==> src/rtl/if_fetch_unit.sv <==
// Instruction-fetch stage: owns the PC, talks req/ready to instruction memory,
// and feeds {pc+4, instruction} to the IF/ID register with NOP bubbles while waiting.
module if_fetch_unit #(
    parameter logic [31:0] RESET_PC  = 32'h0000_0000,
    parameter logic [31:0] NOP_INSTR = 32'h0000_0000
) (
    input  logic        clk_i,
    input  logic        rst_i,
    input  logic        freeze_i,
    input  logic        branch_taken_i,
    input  logic [31:0] branch_address_i,
    output logic        imem_req_o,
    output logic [31:0] imem_addr_o,
    input  logic        imem_ready_i,
    input  logic [31:0] imem_rdata_i,
    output logic [31:0] pc_o,
    output logic [31:0] instruction_o,
    output logic        fetch_valid_o,
    output logic        fetch_stall_o
);

    // state     | meaning
    // S_FETCH   | request outstanding at pc_q; data forwarded on ready
    // S_HOLD    | word captured under freeze; replayed from hold_q, no request
    // S_DISCARD | wrong-path request in flight; drain it, then jump to redirect_q
    typedef enum logic [1:0] {
        S_FETCH   = 2'd0,
        S_HOLD    = 2'd1,
        S_DISCARD = 2'd2
    } state_t;

    state_t      state_q, state_d;
    logic [31:0] pc_q, pc_d;
    logic [31:0] redirect_q, redirect_d;
    logic [31:0] hold_q, hold_d;

    always_ff @(posedge clk_i or posedge rst_i) begin
        if (rst_i) begin
            state_q    <= S_FETCH;
            pc_q       <= RESET_PC;
            redirect_q <= 32'h0;
            hold_q     <= 32'h0;
        end else begin
            state_q    <= state_d;
            pc_q       <= pc_d;
            redirect_q <= redirect_d;
            hold_q     <= hold_d;
        end
    end

    always_comb begin
        state_d       = state_q;
        pc_d          = pc_q;
        redirect_d    = redirect_q;
        hold_d        = hold_q;
        imem_req_o    = 1'b0;
        fetch_valid_o = 1'b0;
        instruction_o = NOP_INSTR;

        unique case (state_q)
            S_FETCH: begin
                imem_req_o = 1'b1;
                if (imem_ready_i) begin
                    if (branch_taken_i) begin
                        pc_d = branch_address_i;
                    end else begin
                        fetch_valid_o = 1'b1;
                        instruction_o = imem_rdata_i;
                        if (freeze_i) begin
                            hold_d  = imem_rdata_i;
                            state_d = S_HOLD;
                        end else begin
                            pc_d = pc_q + 32'd4;
                        end
                    end
                end else if (branch_taken_i) begin
                    // The request cannot be withdrawn, so remember where to go once it drains.
                    redirect_d = branch_address_i;
                    state_d    = S_DISCARD;
                end
            end
            S_HOLD: begin
                fetch_valid_o = 1'b1;
                instruction_o = hold_q;
                if (branch_taken_i) begin
                    pc_d    = branch_address_i;
                    state_d = S_FETCH;
                end else if (!freeze_i) begin
                    pc_d    = pc_q + 32'd4;
                    state_d = S_FETCH;
                end
            end
            S_DISCARD: begin
                imem_req_o = 1'b1;
                if (imem_ready_i) begin
                    pc_d    = branch_taken_i ? branch_address_i : redirect_q;
                    state_d = S_FETCH;
                end else if (branch_taken_i) begin
                    redirect_d = branch_address_i;
                end
            end
            default: begin
                state_d = S_FETCH;
            end
        endcase
    end

    assign imem_addr_o   = pc_q;
    assign pc_o          = pc_q + 32'd4;
    assign fetch_stall_o = ~fetch_valid_o;

endmodule

==> config.mk <==
export PLATFORM = sky130hd
export DESIGN_NAME = if_fetch_unit
export DESIGN_NICKNAME = d
export VERILOG_FILES = /design/src/rtl/if_fetch_unit.sv
export SDC_FILE = /design/constraint.sdc
export NUM_CORES = 1
export LEC_CHECK = 0
export BUFFER_PORTS_ARGS = -buffer_cell sky130_fd_sc_hd__buf_2
export CAP_MARGIN = 5
export CORE_ASPECT_RATIO = 1.4
export CORE_MARGIN = 2
export CORE_UTILIZATION = 36
export DETAILED_ROUTE_END_ITERATION = 6
export PLACE_DENSITY = 0.69
export RECOVER_POWER = 100
export SLEW_MARGIN = 25
export SYNTH_ARGS = -nofsm -noshare
export SYNTH_HDL_FRONTEND = slang
export SYNTH_SLANG_ARGS = --single-unit
==> constraint.sdc <==
create_clock -name clk_i -period 6.1 [get_ports clk_i]
set_clock_uncertainty 0.2 [all_clocks]
set_input_delay 0.915 -clock clk_i [delete_from_list [all_inputs] [get_ports clk_i]]
set_output_delay 0.915 -clock clk_i [all_outputs]
set_load 0.02 [all_outputs]
Yosys cells after proc, flatten, opt, wreduce, memory -nomap -nowiden
Index checks and enable logic that the tools add are counted.

Word-level logic and storage cells: 44. Input port bits: 69. Output and inout bits: 99. Flip-flop bits (word level): 98.

Muxes and demuxes: 21. Bitwise logic cells: 3. Eq/ne operators: 8. Reductions and logical operators: 7. Add/sub/neg operators: 1.

Operator list (number): 32-bit two-way mux (7); 32-bit case mux with 3 select lines (1); 32-bit case mux with 2 select lines (1); 32-bit by 3-bit adder with 32-bit output, second input constant (1); 2-bit two-way mux (7); 3-bit inequality test, second input constant (4); 2-bit case mux with 3 select lines (1); 5-bit AND reduction (1); 2-bit inequality test, second input constant (2); 4-bit AND reduction (1); 1-bit two-way mux (3); 1-bit inverter (3); 3-bit AND reduction (1); 3-bit nonzero test (1); 2-bit by 1-bit == test with 1-bit output, second input constant (1); 2-bit == test, second input constant (1); 2-bit zero test (1); 1-bit case mux with 2 select lines (1); 2-bit AND reduction (1); 2-bit OR reduction (1).

Depth between registers and ports, before layout
Depth after elaboration: 5. Depth in mapped cells: 8. Depth with buffers taken out: 6.

Worst setup path after synthesis
OpenSTA, ideal clock, no wires.

Path kind: input port to output port. Start point: in branch_taken_i. End point: out instruction_o[0]. Path slack: 3015 ps. Path buffers: 2. Data required time: 4985 ps. Stages: 5. Arrival time: 1970 ps. Cells stage by stage: nor2_2 > and3_1 > buf_2 > clkbuf_1 > a22o_1.

Word-level cells in the longest chain between the ends: 3.

RTL lines: start, declared (line 10) `input logic branch_taken_i,`; 32-bit two-way mux (line 64) `if (branch_taken_i) begin`; 32-bit two-way mux (line 63) `if (imem_ready_i) begin`; 32-bit case mux with 2 select lines (line 60) `unique case (state_q)`; end, declared (line 17) `output logic [31:0] instruction_o,`.

Every way passes these cells.

Final worst setup path
Start point: in branch_taken_i. End point: out instruction_o[26].

The elaborated chain is that of the path after synthesis.

==> key figures <==
Status
  • Status: finished with violations
  • Failing checks: capacitance limit, slew limit

Clock network
  • Clock buffer count from CTS: 9
  • Reg clk slew, reported paths: 70 ps
  • Hold buffer count at CTS: 0
  • Post_cts resized: 0
  • Setup bufs post-CTS: 0
  • CTS sink count: 98
  • Worst skew pair latency: 350 ps
  • H-tree depth: 3
  • CTS tree: yes
  • CTS Root Cell: clkbuf_16
  • CTS max path bufs: 2

Global route
  • Initial antenna violation count: 1
  • GRT Overall Usage: 18.65%
  • Global-route wire length before repair: 23720 um
  • Largest net degree at the start of global routing: 51
  • Global route overflow: 0
  • Number of global-route vias before repair: 4625

Synth
  • Area share of fa/ha/maj cells after synthesis: 0.2283%
  • Synth Area in Compound Gates: 19.08%
  • Yosys reg bits: 98
  • Post-synthesis mux area share: 13.15%
  • Leading area contributor after synthesis: dfrtp_1
  • Synth Warn #: 0
  • Top cell type's share of synthesized area: 44.74%
  • Ys async rst share: 100.0%
  • Synthesized net count: 603
  • Synth Area in XOR/XNOR: 4.474%
  • Ys flop type: dfrtp_1
  • Register area share after synthesis: 44.74%
  • Syn avg cell area: 10.28 um2
  • Gate Count Post-Synth: 533
  • Simple-Gate Fraction of Synth Area: 12.99%
  • Post-synth EDFFs: 0
  • Cell area after synthesis: 5482 um2
  • Main area contributors after synthesis: dfrtp_1, mux2_2, a22o_1, o21ai_0, xnor2_1
  • Largest family of logic cells by synthesized area: compound AO/OA/AOI/OAI gates
  • Post-synth cell types: 52

Final layout
  • Fraction of layout cells with a size suffix above 1: 24.48%
  • Layout area overhead: 19.58%
  • NumNets Final: 743
  • Most frequent cells in the layout: dfrtp_1, clkbuf_1, buf_2
  • Final design area excluding fillers: 6555 um2
  • Commonest non-fill, non-tap cell in the layout: dfrtp_1
  • Final cell count without fillers: 871

Routing
  • Iter 0 DRT Violations: 292
  • Antenna-violating nets left: 0
  • Final wirelength: 15030 um
  • DRC Markers: 0
  • DR pass1 iterations: 4
  • Vias: 4762
  • Post-DR vias/cell: 5.467
  • WL per Instance: 17.26 um

Hold path
  • Worst hold-check path type: flop to flop

Floorplanning
  • Die W: 108.3 um
  • Rows: 53
  • Die height: 150.0 um
  • Core ar.: 14990 um2
  • Die ar.: 16240 um2
  • Starting Density: 36.58%
  • I/O pins: 168

Timing
  • RSZ-0062 raised after global routing: no
  • Least-Margin Pin Slew: 2223 ps
  • Final setup vio count: 0
  • Setup TNS Final: 0 ps
  • Tcrit/Tclk final: 73.34%
  • Final max-slew violation count: 139
  • Max-slew headroom: -49.00%
  • Maximum clock frequency: 223.5 MHz
  • Final Hold Violating Endpoints: 0
  • WHS: 279.2 ps
  • Fin worst setup slack: 1626 ps
  • Crit path time final: 4474 ps

Worst setup path
  • Worst EP arrival: 3360 ps
  • Cell Chain, Critical Path: buf_2, nor2_1, and3_1, a22o_1, clkbuf_1
  • Max Fanout on Critical Path: 49
  • CP endpoint kind: primary output
  • Crit-path max cell delay: 1050 ps
  • Crit-path slowest cell: and3_1
  • Worst setup SP type: primary input
  • Worst Path Required: 4980 ps
  • Crit Path Category: primary input to primary output

Run
  • MaxCap Viol Count: 4

Placed design
  • Post-DP HPWL: 10390 um
  • Number of I/O port buffers: 167
  • GP Congestion: 0.8395
  • Inst Count DP: 854
  • Post-Place Worst Slack: 2046 ps
  • Placed instance area: 6372 um2

Power
  • Pwr/cell area: 324.7 nW/um2
  • Max IR drop VDD: 0.0001127 V
  • Leak Pwr: 2.814 nW
## area by class of cell
type | instances | area [um2]
Clock inverter | 6 | 112.6
Tap cell | 192 | 240.2
Multi-Input combinational cell | 381 | 2703
Timing Repair Buffer | 172 | 763.2
Inverter | 11 | 42.54
Antenna cell | 1 | 2.502
Fill cell | 1546 | 8432
Sequential cell | 98 | 2452
Clock buffer | 10 | 239.0
## flip-flops by register name, indices dropped and copies added (netlist names)
signal	flops
redirect_q	32
imem_addr_o	32
hold_q	32
state_q	2
## Yosys cell counts (7+ instances only)
master    count
dfrtp_1      98
mux2_2       63
nand2_1      42
o21ai_0      42
a22o_1       37
a21oi_1      28
and3_1       24
nor2_1       24
clkbuf_1     22
xnor2_1      20
nand3_1      12
buf_2        11
inv_1        11
xor2_1        8
a31oi_1       7
## routing by layer
layer | track usage [%] | part of all wire, %
met1 | 23.01 | 41
met2 | 31.48 | 50
met3 | 4.399 | 7.0
met4 | 7.051 | 2.0
met5 | 0 | 0
## critical path: cells and delay by family
kind                   cells  cell delay [ps]
AND/OR/NAND/NOR            2             1500
buffers and inverters      2              620
AO/OA/AOI/OAI              1              300
## path summary, 6_finish.rpt
path	start	cells after the start	slack (ps)	end
max reg2reg	state_q[1]$_DFFE_PP0P_	5	2500	hold_q[7]$_DFFE_PP0P_
min in group asynchronous	rst_i	2	940	hold_q[28]$_DFFE_PP0P_
min	redirect_q[20]$_DFFE_PP0P_	1	280	redirect_q[20]$_DFFE_PP0P_
max in group asynchronous	rst_i	3	3270	imem_addr_o[28]$_DFFE_PP0P_
min reg2reg	redirect_q[20]$_DFFE_PP0P_	1	280	redirect_q[20]$_DFFE_PP0P_
max	branch_taken_i	5	1630	instruction_o[26]
## stage by stage
step	util [%]	power, mW
after floorplan	-	1.303
after global placement	42.48	1.487
after detailed placement	42.52	1.500
after CTS	44.87	2.177
after global routing	43.72	2.241
final	43.74	2.129
## report_power, final
part	internal, mW	switching [mW]	leakage, nW	total (mW)
combinational	0.218	0.333	1.46	0.551
sequential	0.781	0.124	1.18	0.905
clock	0.414	0.258	0.173	0.672
total	1.41	0.715	2.81	2.13
## kinds of logic (layout without fill, tap and decap cells)
group                    after synthesis  in the layout
multiplexers                          64             64
AO/OA/AOI/OAI                        153            153
flip-flops                            98             98
adder cells (fa/ha/maj)                1              1
other                                  0              1
AND/OR/NAND/NOR                      135            135
buffers and inverters                 54            199
XOR/XNOR                              28             28
(Power assumes the default switching activity.)
